$ cat src/rtl/mem_port_pkg.sv
// rtl/mem_port_pkg.sv - shared constants, state encoding and abort value for mem_port.
package mem_port_pkg;

  localparam int DATA_WIDTH = 16;
  localparam int CNT_WIDTH  = 8;

  localparam logic [DATA_WIDTH-1:0] ALL_ONES = '1;
  localparam logic [CNT_WIDTH-1:0]  CNT_MAX  = '1;

  typedef enum logic [1:0] {
    ST_IDLE  = 2'd0,
    ST_READ  = 2'd1,
    ST_WRITE = 2'd2,
    ST_DONE  = 2'd3
  } state_e;

endpackage

$ cat src/rtl/mem_port_watchdog.sv
// rtl/mem_port_watchdog.sv - saturating transaction watchdog; expired is high on the
// last allowed cycle so the abort lands on the edge ending cycle TIMEOUT.
module mem_port_watchdog
  import mem_port_pkg::*;
#(
  parameter int TIMEOUT = 64
) (
  input  logic clk,
  input  logic rst_n,
  input  logic clear,
  input  logic enable,
  output logic expired
);

  localparam bit                   ARMED = (TIMEOUT != 0);
  localparam logic [CNT_WIDTH-1:0] LIMIT = (TIMEOUT == 0) ? '0 : CNT_WIDTH'(TIMEOUT - 1);

  logic [CNT_WIDTH-1:0] cnt_q;
  logic [CNT_WIDTH-1:0] cnt_d;

  always_comb begin
    cnt_d = cnt_q;
    if (clear) begin
      cnt_d = '0;
    end else if (enable && (cnt_q != CNT_MAX)) begin
      cnt_d = cnt_q + 1'b1;
    end
  end

  always_ff @(posedge clk) begin
    if (rst_n) begin
      cnt_q <= '0;
    end else begin
      cnt_q <= cnt_d;
    end
  end

  assign expired = ARMED && enable && (cnt_q >= LIMIT);

endmodule

$ cat src/rtl/mem_port.sv
// rtl/mem_port.sv - converts controller read/write strobes into external req/ack transactions.
// Define MEM_PORT_POSTED_WRITE_EN to post writes through the one-entry address/data buffer.
module mem_port
  import mem_port_pkg::*;
#(
  parameter int TIMEOUT = 64
) (
  input  logic                  clk,
  input  logic                  rst_n,
  input  logic [DATA_WIDTH-1:0] i_address,
  input  logic [DATA_WIDTH-1:0] i_write_data,
  input  logic                  i_read_enable,
  input  logic                  i_write_enable,
  output logic [DATA_WIDTH-1:0] o_read_data,
  output logic                  o_stall,
  output logic                  o_error,
  output logic [DATA_WIDTH-1:0] o_mem_addr,
  output logic [DATA_WIDTH-1:0] o_mem_wdata,
  output logic                  o_mem_req,
  output logic                  o_mem_we,
  input  logic [DATA_WIDTH-1:0] i_mem_rdata,
  input  logic                  i_mem_ack
);

  state_e                state_q, state_d;
  logic [DATA_WIDTH-1:0] rdata_q, rdata_d;
  logic [DATA_WIDTH-1:0] addr_q, addr_d;
  logic [DATA_WIDTH-1:0] wdata_q, wdata_d;
  logic                  req_q, req_d;
  logic                  we_q, we_d;
  logic                  err_q, err_d;
  logic                  stall;
  logic                  wd_clear;
  logic                  wd_enable;
  logic                  wd_expired;

  mem_port_watchdog #(
    .TIMEOUT (TIMEOUT)
  ) u_watchdog (
    .clk     (clk),
    .rst_n   (rst_n),
    .clear   (wd_clear),
    .enable  (wd_enable),
    .expired (wd_expired)
  );

  always_comb begin
    state_d   = state_q;
    rdata_d   = rdata_q;
    addr_d    = addr_q;
    wdata_d   = wdata_q;
    req_d     = req_q;
    we_d      = we_q;
    err_d     = err_q;
    stall     = 1'b0;
    wd_clear  = 1'b1;
    wd_enable = 1'b0;

    case (state_q)
      ST_IDLE: begin
        if (i_write_enable) begin
          // A write wins over a simultaneous read; the read is dropped and flagged.
          addr_d  = i_address;
          wdata_d = i_write_data;
          req_d   = 1'b1;
          we_d    = 1'b1;
          state_d = ST_WRITE;
          if (i_read_enable) begin
            err_d = 1'b1;
          end
`ifdef MEM_PORT_POSTED_WRITE_EN
          stall = i_read_enable & ~i_write_enable;
`else
          stall = 1'b1;
`endif
        end else if (i_read_enable) begin
          addr_d  = i_address;
          req_d   = 1'b1;
          we_d    = 1'b0;
          state_d = ST_READ;
          stall   = 1'b1;
        end
      end

      ST_READ, ST_WRITE: begin
        wd_clear  = 1'b0;
        wd_enable = 1'b1;
        stall     = 1'b1;
`ifdef MEM_PORT_POSTED_WRITE_EN
        if (state_q == ST_WRITE) begin
          stall = i_read_enable | i_write_enable;
        end
`endif
        // Ack takes priority over expiry in the same cycle.
        if (i_mem_ack || wd_expired) begin
          req_d   = 1'b0;
          state_d = ST_DONE;
          if (!i_mem_ack) begin
            err_d = 1'b1;
          end
          if (state_q == ST_READ) begin
            rdata_d = i_mem_ack ? i_mem_rdata : ALL_ONES;
          end
`ifdef MEM_PORT_POSTED_WRITE_EN
          if (state_q == ST_WRITE) begin
            state_d = ST_IDLE;
          end
`endif
        end
      end

      ST_DONE: begin
        state_d = ST_IDLE;
      end

      default: begin
        state_d = ST_IDLE;
      end
    endcase
  end

  always_ff @(posedge clk) begin
    if (rst_n) begin
      state_q <= ST_IDLE;
      rdata_q <= '0;
      addr_q  <= '0;
      wdata_q <= '0;
      req_q   <= 1'b0;
      we_q    <= 1'b0;
      err_q   <= 1'b0;
    end else begin
      state_q <= state_d;
      rdata_q <= rdata_d;
      addr_q  <= addr_d;
      wdata_q <= wdata_d;
      req_q   <= req_d;
      we_q    <= we_d;
      err_q   <= err_d;
    end
  end

  assign o_read_data = rdata_q;
  assign o_stall     = stall;
  assign o_error     = err_q;
  assign o_mem_addr  = addr_q;
  assign o_mem_wdata = wdata_q;
  assign o_mem_req   = req_q;
  assign o_mem_we    = we_q;

endmodule

$ cat config.mk
export PLATFORM = sky130hd
export DESIGN_NAME = mem_port
export DESIGN_NICKNAME = d
export VERILOG_FILES = /design/src/rtl/mem_port_pkg.sv /design/src/rtl/mem_port_watchdog.sv /design/src/rtl/mem_port.sv
export SDC_FILE = /design/constraint.sdc
export NUM_CORES = 1
export LEC_CHECK = 0
export BUFFER_PORTS_ARGS = -buffer_cell sky130_fd_sc_hd__buf_2
export CORE_MARGIN = 2
export CORE_UTILIZATION = 40
export CTS_BUF_LIST = sky130_fd_sc_hd__clkbuf_4 sky130_fd_sc_hd__clkbuf_8 sky130_fd_sc_hd__clkbuf_16
export CTS_CLUSTER_SIZE = 8
export DETAILED_ROUTE_END_ITERATION = 10
export PLACE_DENSITY_LB_ADDON = 0.1
export SKIP_CTS_REPAIR_TIMING = 1
export SYNTH_ARGS = -nofsm -noshare
export SYNTH_HDL_FRONTEND = slang
export SYNTH_SLANG_ARGS = --single-unit
$ cat constraint.sdc
create_clock -name clk -period 2.64 [get_ports clk]
set_input_delay 0.528 -clock clk [delete_from_list [all_inputs] [get_ports clk]]
set_output_delay 0.528 -clock clk [all_outputs]
set_load 0.01 [all_outputs]
## Word level (Yosys, flattened, before mapping)

Cells that the tools add are included.

| word-level totals | value |
|---|---|
| flip-flop bits (word level) | 61 |
| input bits | 53 |
| output and inout bits | 52 |
| logic and storage cells | 55 |

| operators by class | value |
|---|---|
| add/sub/neg operators | 1 |
| $lt $le $gt $ge | 1 |
| eq/ne operators | 9 |
| multiplexer cells | 21 |
| bitwise gates (word level) | 1 |
| reduce and logical (&&, ||, !) cells | 14 |

Operators with widths:

| operator | number |
|---|---|
| $mux 16 | 3 |
| $mux 1 | 11 |
| $add 8x1->8 const B | 1 |
| $ge 8x6->1 const B | 1 |
| $ne 2x2->1 const B | 4 |
| $ne 8x8->1 const B | 1 |
| $mux 2 | 3 |
| $pmux 1 s2 | 3 |
| $pmux 2 s3 | 1 |
| $reduce_and 2->1 | 3 |
| $reduce_and 3->1 | 2 |
| $reduce_and 5->1 | 1 |
| $eq 2x2->1 const B | 2 |
| $reduce_bool 2->1 | 2 |
| $reduce_or 2->1 | 2 |
| $ne 3x3->1 const B | 1 |
| $eq 2x1->1 const B | 1 |
| $logic_and 1x1->1 | 2 |
| $logic_not 2->1 | 1 |
| $logic_or 1x1->1 | 1 |
| $not 1->1 | 1 |

## Logic depth before layout (Yosys ltp)

Gate-level depths: netlist of run 1.

| depth | value |
|---|---|
| depth in word-level cells | 7 |
| depth in mapped cells | 8 |
| gate-level depth less buffers | 6 |

## Cells and area by module

Synthesis of run 1 repeated with hierarchy kept, for this count alone.

| unflattened totals | value |
|---|---|
| cells, all modules | 303 |
| area, all modules | 2537.4 µm² |

Modules (own cells, without submodules):

| module | instances | cells each | area an instance (µm²) | sequential area each (µm²) |
|---|---|---|---|---|
| mem_port | 1 | 253 | 2113.3 | 1061.0 |
| mem_port_watchdog | 1 | 50 | 424.2 | 160.2 |

## Worst setup path before layout of run 1

Ideal clock, no wire load.

| path | value |
|---|---|
| path kind | register to output |
| from | register state_q[0] |
| to | output port o_stall |
| arrival | 1.162 ns |
| required time | 2.112 ns |
| slack | 0.950 ns |
| cell stages (with the launch flop) | 7 |
| buffers on the path | 2 |
| path through | dfxtp_1 inv_1 ha_1 buf_2 o21ai_2 buf_2 a21oi_1 |

| on the way | value |
|---|---|
| word-level cells in the longest chain between the ends | 3 |
| elaborated cells between the ends (all ways) | 5 |
| those cells by class | 2 x eq/ne; 1 x mux; 2 x reduce/logical |

RTL lines:

| element | line | text |
|---|---|---|
| from (decl) | mem_port.sv:25 | `state_e state_q, state_d;` |
| from (signal assigned) | mem_port.sv:132 | `state_q <= state_d;` |
| $eq 2x1->1 / $eq 2x2->1 (equally long branches) | mem_port.sv:59 | `case (state_q)` |
| $reduce_or 2->1 | mem_port.sv:59 |  |
| $pmux 1 s2 (*) | mem_port.sv:59 |  |
| to (decl) | mem_port.sv:15 | `output logic o_stall,` |

Every way passes the cells marked *; elsewhere a longest branch is shown, timed or not.

## Final worst setup path of run 1

Ends and elaborated chain as after synthesis.

==> results of run 1 <==
## power by group
part / internal [uW] / total (uW) / switching (uW) / leakage [uW]
logic: 369 / 900 / 530 / 0.000900
clock network: 479 / 832 / 354 / 0.000101
registers: 1060 / 1140 / 78.6 / 0.000498
total: 1910 / 2880 / 963 / 0.00150
## cells by family (layout without fill, tap and decap cells)
kind of cell | Yosys count | in the layout
AND/OR/NAND/NOR | 133 | 133
adder cells (fa/ha/maj) | 4 | 4
multiplexers | 5 | 5
flip-flops | 61 | 61
AO/OA/AOI/OAI | 65 | 65
buffers and inverters | 24 | 131
XOR/XNOR | 4 | 4
## metal layers
| layer | GRT usage | vias up | wire, um |
|---|---|---|---|
| met4 | 0.0790 | 0 | 64 |
| met2 | 0.280 | 65 | 2770 |
| met3 | 0.0606 | 8 | 401 |
| met1 | 0.211 | 1024 | 2740 |
| li1 | - | 1207 | - |
| met5 | 0 | - | 0 |
## placed cells by master (no fill, tap or decap), types with 3 or more instances in the layout
| master | n |
|---|---|
| a21oi_1 | 40 |
| and2_1 | 3 |
| buf_2 | 104 |
| buf_4 | 7 |
| clkbuf_8 | 11 |
| dfxtp_1 | 61 |
| ha_1 | 4 |
| inv_1 | 5 |
| mux2i_1 | 3 |
| nand2_1 | 70 |
| nand2b_1 | 4 |
| nor2_1 | 27 |
| nor3_1 | 9 |
| nor3_2 | 10 |
| o22ai_1 | 16 |
| xnor2_1 | 4 |
## path summary, 6_finish.rpt
path | start | end | slack, ns | depth (start not counted)
setup reg to reg | state_q[0] | o_read_data[1] | 0.87 | 6
setup / recovery | state_q[0] | o_stall | 0.48 | 5
hold / removal | i_write_data[8] | o_mem_wdata[8] | 0.42 | 3
hold reg to reg | o_mem_addr[11] | o_mem_addr[11] | 0.45 | 2
## final cells by class
class,count,area (um2),area share
inverters,5,18.8,0.00573
flip-flops and latches,61,1220,0.373
clock inverters,4,47.5,0.0145
well taps,75,93.8,0.0287
repair buffers,111,573,0.175
clock buffers,11,151,0.0462
multi-input cells,211,1170,0.357
## stage by stage
stage	hold slack, ns	setup WS, ns
after global routing	0.416	0.393
after detailed placement	0.444	0.849
after floorplan	0.481	0.950
after CTS	0.412	0.484
after global placement	0.439	0.882
final	0.423	0.479
## tightest hold or removal path: cells and delay by family
kind            cells  cell delay [ns]
buf+inv             1             0.09
compound gates      1             0.05
simple gates        1             0.04
## state kept, by name (all words and copies together) (netlist names)
signal and flops:
o_mem_addr 16, o_mem_wdata 16, o_read_data 16, u_watchdog.cnt_q 8, state_q 2, o_error 1, o_mem_req 1, o_mem_we 1
==> impl_metrics.toml, run 1 <==
[clocking]
clockRootBuffer = "clkbuf_8"
clock_path_buffers = 2
path_clk_slew_ns = 0.07
numCtsBuffers = 9
cts_tree = "built"
clock_latency_ns = 0.33
htreeDepth = 3
cts_sinks = 61

[global_route]
grt_pass1_vias = 2245
antenna_found_initial = 0
grt_use_total = 0.175
grt_max_degree = 24
grt_pass1_wl_um = 9930
overflow = 0

[finish]
insertedDiodeCount = 0
final_area_um2 = 3270
syn_to_final_growth_pct = 30.5
final_util = 0.547
final_cells = 478
drive_above_1_share = 0.362
fillers = 598
fin_nets = 456

[logic_synthesis]
synth_top_area_cell = "dfxtp_1"
syn_avg_cell_area_um2 = 8.48
synth_flop_cell = "dfxtp_1"
synthArstFlopShare = 0
seq_area_frac_synth = 0.487
synth_most_common_cell = "nand2_1"
ys_warn_count = 0
netlist_area_um2 = 2510
synth-simple-area-share = 0.251
synthTopCellsByArea = "dfxtp_1 49%, nand2_1 10%, a21oi_1 8.0%"
synth-compound-area-share = 0.157
syn_inst = 296
synth_top_family_by_area = "simple AND/OR/NAND/NOR gates"
synth_cell_types = 36
synth.ff_latch_count = 61
synth_top_area_share = 0.487
synth_common_cells = "70 x nand2_1, 61 x dfxtp_1, 40 x a21oi_1"
syn_nets = 353
synthMuxAreaShare = 0.0239
synthAdderAreaFrac = 0.0200
synth_edf_count = 0
yosys.area_share.xor_xnor = 0.0140

[setup_path]
cpMostUsedCell = "inv_1"
cp-end-kind = "output port"
path_buf_inv = 3
crit_slowest_cell = "ha_1"
critPathMaxStageDelay_ns = 0.38
crit_fanout = 6
critical_path.top_delay_family = "adder cells"
critPathKind = "flop to output port"
cp.required_ns = 2.11
critical_path_arrival_ns = 1.63
crit_path_start_kind = "flop"
cp_cell_sequence = "inv_1 > ha_1 > inv_1 > a21oi_1 > buf_2"

[floorplanning]
dieArea_um2 = 6920
num_rows = 28
fp.coreArea_um2 = 5990
dieHeight_um = 83.2
dieWidth_um = 83.2
start_util = 0.419
ios = 105

[drt]
vias_per_cell = 4.82
drc_errors = 0
drt-initial-drc-count = 103
final_antenna_net_count = 0
drt-pass1-iter-count = 4
via_count = 2304
wl_per_cell_um = 12.5
drt_wl_total_um = 5980

[timing]
fin_crit_ns = 2.16
min_period_over_period = 0.819
rsz0062_at_grt = "no"
max_freq_mhz = 463
fin_skew_ns = 0.00715
tns_ns = 0
setup_violations = 0
relSlewSlack = 0.601
hold_violations = 0
worst_pin_slew_ns = 0.598
slew_viol_final = 0

[pwr]
total_power_uw = 2880
power_density_nw_per_um2 = 878
ir_drop_mv = 0.374
leakagePower_uw = 0.00150

[hold_path]
hold_class = "input port to flop"

[status]
status = "finished, final reports clean"

[placement]
portBuffers = 104
placed_area_um2 = 3080
placed_cells = 463
place_hpwl_um = 4190
place.gp.congestion = 0.720

[flow_run]
drv_cap = 0
(Power assumes the default switching activity.)
==> run 2: changes to the inputs <==
- ABC_AREA: not set -> 1
- clock period: 2.64 -> 1.8 ns (I/O delays scaled with it)
==> run 2 against run 1 <==
Net effect:
- combinational power rose by 130%
- count of clock-buffer cells in the layout is 1 higher
- non-clock buffer count is 4 higher
- cell count increased by 6.1%
- highest routed layer unchanged
==> impl_metrics.toml, run 2 <==
[drt]
drt-pass1-iter-count = 4
final_antenna_net_count = 0
wl_per_cell_um = 11.5
vias_per_cell = 4.62
via_count = 2340
drc_errors = 0
drt-initial-drc-count = 81
drt_wl_total_um = 5830

[setup_path]
critical_path_arrival_ns = 1.37
r2r-end = "state_q[1]"
worst_r2r_path_depth = 9
cp-end-kind = "output port"
crit_fanout = 5
critPathKind = "flop to output port"
regToRegSetupSlack_ns = 0.33
crit_path_start_kind = "flop"
cp.required_ns = 1.44
worstReg2RegStart = "state_q[1]"

[timing]
setup_slack_ns = 0.0737
max_freq_mhz = 579
setup_violations = 0
hold_violations = 0
fin_skew_ns = 0.00625
relSlewSlack = 0.695
tns_ns = 0
slew_viol_final = 0
rsz0062_at_grt = "yes"
worst_pin_slew_ns = 0.457
min_period_over_period = 0.959
fin_crit_ns = 1.73

[finish]
final_common_cell = "buf_2"
ff_latch_area_um2 = 1230
fillers = 605
final_cell_mix = "104 x buf_2, 79 x nor2_1, 59 x dfxtp_1"
fin_nets = 484
final_util = 0.558
syn_to_final_growth_pct = 35.9
insertedDiodeCount = 0
multi_input_area_um2 = 1030
drive_above_1_share = 0.336

[pwr]
total_power_uw = 5110
pwr-share-comb = 0.398
switching_share = 0.369
p_seq_frac = 0.365
ir_drop_mv = 0.816
p_switching_uw = 1890
intPower_uw = 3230
power_density_nw_per_um2 = 1560
p_clk_frac = 0.237
leakagePower_uw = 0.00160

[clocking]
path_clk_slew_ns = 0.07
numCtsBuffers = 9
htreeDepth = 3
cts_sinks = 61
clock_path_buffers = 2
clock_latency_ns = 0.33
cts_tree = "built"
clockRootBuffer = "clkbuf_8"

[floorplanning]
start_util = 0.410
dieArea_um2 = 6670
dieHeight_um = 81.7
dieWidth_um = 81.7
ios = 105
num_rows = 28
fp.coreArea_um2 = 5890

[placement]
place_hpwl_um = 4020
place.gp.congestion = 0.794
dp_slack_ns = 0.121
portBuffers = 104

[global_route]
grt_pass1_vias = 2056
grt_use_total = 0.176
antenna_found_initial = 0
overflow = 0
grt_max_degree = 26
grt_pass1_wl_um = 8990

[logic_synthesis]
synth.ff_latch_count = 61
ys_warn_count = 0
synth_edf_count = 0
syn_inst = 314
synthTopCellsByArea = "dfxtp_1 51%, nor2_1 12%, o21ai_0 11%"
synth_top_area_cell = "dfxtp_1"
synth_common_cells = "79 x nor2_1, 61 x dfxtp_1, 54 x o21ai_0"
seq_area_frac_synth = 0.506
synthArstFlopShare = 0
synth_flop_cell = "dfxtp_1"
synth_top_area_share = 0.506
synth_cell_types = 24
syn_nets = 371
synth_most_common_cell = "nor2_1"
syn_avg_cell_area_um2 = 7.69
netlist_area_um2 = 2410

[hold_path]
whs_path_depth = 3
hold_end = "o_mem_addr[5]"
hold_class = "input port to flop"
min_from = "i_address[5]"

[status]
status = "finished, final reports clean"

[flow_run]
drv_cap = 0
-- run 2: changes by cell type in the layout (fill, tap and decap cells not counted), moves of 4 or more --
cell      change
a21oi_1      -14
buf_4         +4
inv_1        +27
nand2_1      -53
nand2b_1      -4
nand3_1       +4
nand4_1       +5
nor2_1       +52
nor3_1        -9
nor3_2       -10
o21ai_0      +54
o22ai_1      -16
-- run 2: how the worst max path moves through the flow --
stage          slack [ns]  startpoint  cells past startpoint         end
6_report             0.07  state_q[1]                      7     o_stall
5_1_grt             -0.03  state_q[1]                      7     o_stall
4_1_cts             -0.16  state_q[0]                      7     o_stall
3_5_place_dp         0.12  state_q[0]                      9  state_q[0]
3_3_place_gp         0.17  state_q[0]                      9  state_q[0]
2_1_floorplan        0.20  state_q[0]                      7     o_stall
-- run 2: worst max-delay path: stages, from the launching register on --
cell,delay [ns]
dfxtp_2,0.35
inv_2,0.05
ha_4,0.18
nand2_4,0.09
nand2_4,0.05
o21bai_1,0.13
inv_1,0.05
buf_2,0.13
-- run 2: cells by family (layout without fill, tap and decap cells) --
family	after synthesis	count (layout)	share of synthesized area
simple gates	118	118	0.217
flops	61	61	0.506
xor+xnor	1	1	0.00363
compound gates	82	82	0.172
fa+ha+maj	4	4	0.0207
buf+inv	48	166	0.0813
-- run 2: layout make-up --
class                           instances  area share
Tap cell                               75      0.0286
Timing Repair Buffer                  115       0.184
Multi-Input combinational cell        205       0.313
Clock inverter                          4      0.0145
Clock buffer                           12      0.0465
Sequential cell                        61       0.374
Inverter                               35      0.0400
-- run 2: per-stage QoR --
step,instances,hold WS [ns],instance area (um2)
2_1_floorplan,314,0.429,2410
5_1_grt,507,0.251,3280
3_5_place_dp,487,0.434,3020
3_3_place_gp,487,0.432,3020
6_report,507,0.247,3280
4_1_cts,503,0.237,3220
-- run 2: per-layer routing --
| layer | global-route usage | share of wire | vias up | wire (um) |
|---|---|---|---|---|
| met3 | 0.0527 | 0.065 | 11 | 379 |
| met2 | 0.275 | 0.47 | 63 | 2720 |
| met4 | 0.0900 | 0.019 | 0 | 112 |
| li1 | - | - | 1235 | - |
| met5 | 0 | 0 | - | 0 |
| met1 | 0.221 | 0.45 | 1031 | 2620 |
-- run 2: power by group through the flow --
stage	Sequential (uW)	Combinational, uW	Clock, uW
2_1_floorplan	2030	1070	0
5_1_grt	1910	2320	1310
6_report	1870	2040	1210
3_3_place_gp	1880	1850	0
3_5_place_dp	1890	1870	0
4_1_cts	1860	1880	1240
==> run 3: changes to the inputs <==
- SYNTH_HIERARCHICAL: not set -> 1
==> run 3 against run 2 <==
Net effect:
- setup slack got worse by 0.0080 ns
- register-to-register slack got worse by 0.20 ns
- die area rose by 5.6%
- clock skew rose by 0.0013 ns
- critical path type unchanged
- largest cell class unchanged
- largest power group unchanged
==> impl_metrics.toml, run 3 <==
[finish]
fin_nets = 506
insertedDiodeCount = 0
syn_to_final_growth_pct = 33.4
final_cell_mix = "104 x buf_2, 99 x nor2_1, 56 x dfxtp_1"
final_common_cell = "buf_2"
final_util = 0.543
drive_above_1_share = 0.369

[logic_synthesis]
syn_nets = 395
synthArstFlopShare = 0
synthTopCellsByArea = "dfxtp_1 48%, nor2_1 15%, o21ai_0 7.4%"
synth_cell_types = 23
synth.ff_latch_count = 61
synth_most_common_cell = "nor2_1"
synth_edf_count = 0
seq_area_frac_synth = 0.478
syn_inst = 337
netlist_area_um2 = 2560
synth_flop_cell = "dfxtp_1"
synth_top_area_cell = "dfxtp_1"
ys_warn_count = 6
synth_common_cells = "100 x nor2_1, 61 x dfxtp_1, 38 x nand2_1, 38 x o21ai_0, 17 x inv_1"
synth_top_area_share = 0.478
syn_avg_cell_area_um2 = 7.59

[pwr]
intPower_uw = 3190
switching_share = 0.378
leakagePower_uw = 0.00165
power_density_nw_per_um2 = 1500
p_switching_uw = 1940
ir_drop_mv = 0.826
p_clk_frac = 0.212
total_power_uw = 5120
p_seq_frac = 0.363
pwr-share-comb = 0.424

[setup_path]
critical_path_arrival_ns = 1.37
cp_cell_sequence = "inv_2 > ha_4 > buf_12 > o21bai_1 > inv_1 > buf_2"
crit_fanout = 3
path_buf_inv = 4
crit_path_start_kind = "flop"
critPathKind = "flop to output port"
crit_slowest_cell = "dfxtp_2"
critical_path.top_delay_family = "buffers and inverters"
cp-end-kind = "output port"
critPathMaxStageDelay_ns = 0.34
cp.required_ns = 1.44

[clocking]
clock_path_buffers = 2
numCtsBuffers = 9
clock_latency_ns = 0.32
cts_tree = "built"
clockRootBuffer = "clkbuf_8"
path_clk_slew_ns = 0.07
cts_sinks = 61
htreeDepth = 3

[floorplanning]
fp.coreArea_um2 = 6280
start_util = 0.407
dieHeight_um = 83.9
num_rows = 29
dieWidth_um = 83.9
ios = 105
dieArea_um2 = 7050

[global_route]
grt_max_degree = 33
met2_usage = 0.259
grt_pass1_wl_um = 9770
antenna_found_initial = 0
grt_use_total = 0.171
grt_use_met1 = 0.229
overflow = 0
grtUsageMet3 = 0.0406
grt_pass1_vias = 2171
busiest_layer = "met2"

[timing]
slew_viol_final = 0
max_freq_mhz = 577
worst_pin_slew_ns = 0.443
setup_violations = 0
fin_skew_ns = 0.00754
hold_violations = 0
min_period_over_period = 0.963
fin_crit_ns = 1.73
relSlewSlack = 0.702

[drt]
drt-initial-drc-count = 77
wl_per_cell_um = 11.8
vias_per_cell = 4.66
drt_wl_total_um = 6240
final_antenna_net_count = 0
drt-pass1-iter-count = 4
drc_errors = 0
via_count = 2469

[placement]
portBuffers = 104
place.gp.congestion = 0.767
place_hpwl_um = 4180

[hold_path]
hold_class = "input port to flop"

[flow_run]
drv_cap = 0

[status]
status = "finished, final reports clean"
==> run 3: cell count changes after synthesis, sizes merged, moves of 2 or more <==
cell    change
a21oi       -2
nand4       -6
nand3       +2
buf         +3
nand2      +18
inv        -15
clkinv      +2
nor2       +23
o21ai       -2
==> run 3: worst min-delay path, stage by stage <==
cell and delay [ns]:
buf_2 0.07, nor2_1 0.03, nor2_1 0.08
==> run 3: worst paths after layout <==
| kind | startpoint | endpoint | slack [ns] | depth (start not counted) |
|---|---|---|---|---|
| setup reg to reg | u_watchdog/cnt_q[0] | o_read_data[15] | 0.13 | 10 |
| hold reg to reg | o_mem_wdata[8] | o_mem_wdata[8] | 0.48 | 2 |
| hold / removal | i_address[6] | o_mem_addr[6] | 0.25 | 3 |
| setup / recovery | state_q[0] | o_stall | 0.07 | 6 |
==> run 3: area by class of cell <==
class                   instances  area [um2]
fillers                       657        2870
flip-flops and latches         61        1230
multi-input cells             238        1170
repair buffers                116         653
clock buffers                  12         159
well taps                      77        96.3
inverters                      22        82.6
clock inverters                 4        22.5
==> run 3: cell families after synthesis <==
kind of cell,count (synthesis),share of synthesized area
buf+inv,38,0.0778
simple gates,154,0.242
flops,61,0.478
compound gates,79,0.178
fa+ha+maj,5,0.0245
==> run 3: power groups by stage <==
stage	combinational (uW)	sequential [uW]	clock, uW
6_report	2170	1860	1090
5_1_grt	2450	1900	1180
4_1_cts	1930	1850	1130
3_5_place_dp	1920	1870	0
3_3_place_gp	1890	1860	0
2_1_floorplan	1210	2010	0
==> run 3: through the flow <==
step	area (um2)	TNS, ns	hold WS, ns	worst slack, ns	instances
6_report	3410	0	0.253	0.0658	530
5_1_grt	3410	-0.0356	0.258	-0.0221	530
4_1_cts	3310	-0.197	0.236	-0.197	526
3_5_place_dp	3130	0	0.466	0.0672	510
3_3_place_gp	3130	0	0.450	0.157	510
2_1_floorplan	2560	0	0.429	0.00951	337
==> run 3: metal layers <==
layer / part of all wire / wire length, um
met1: 0.47 / 2930
met2: 0.45 / 2830
met3: 0.064 / 401
met4: 0.013 / 80
met5: 0 / 0
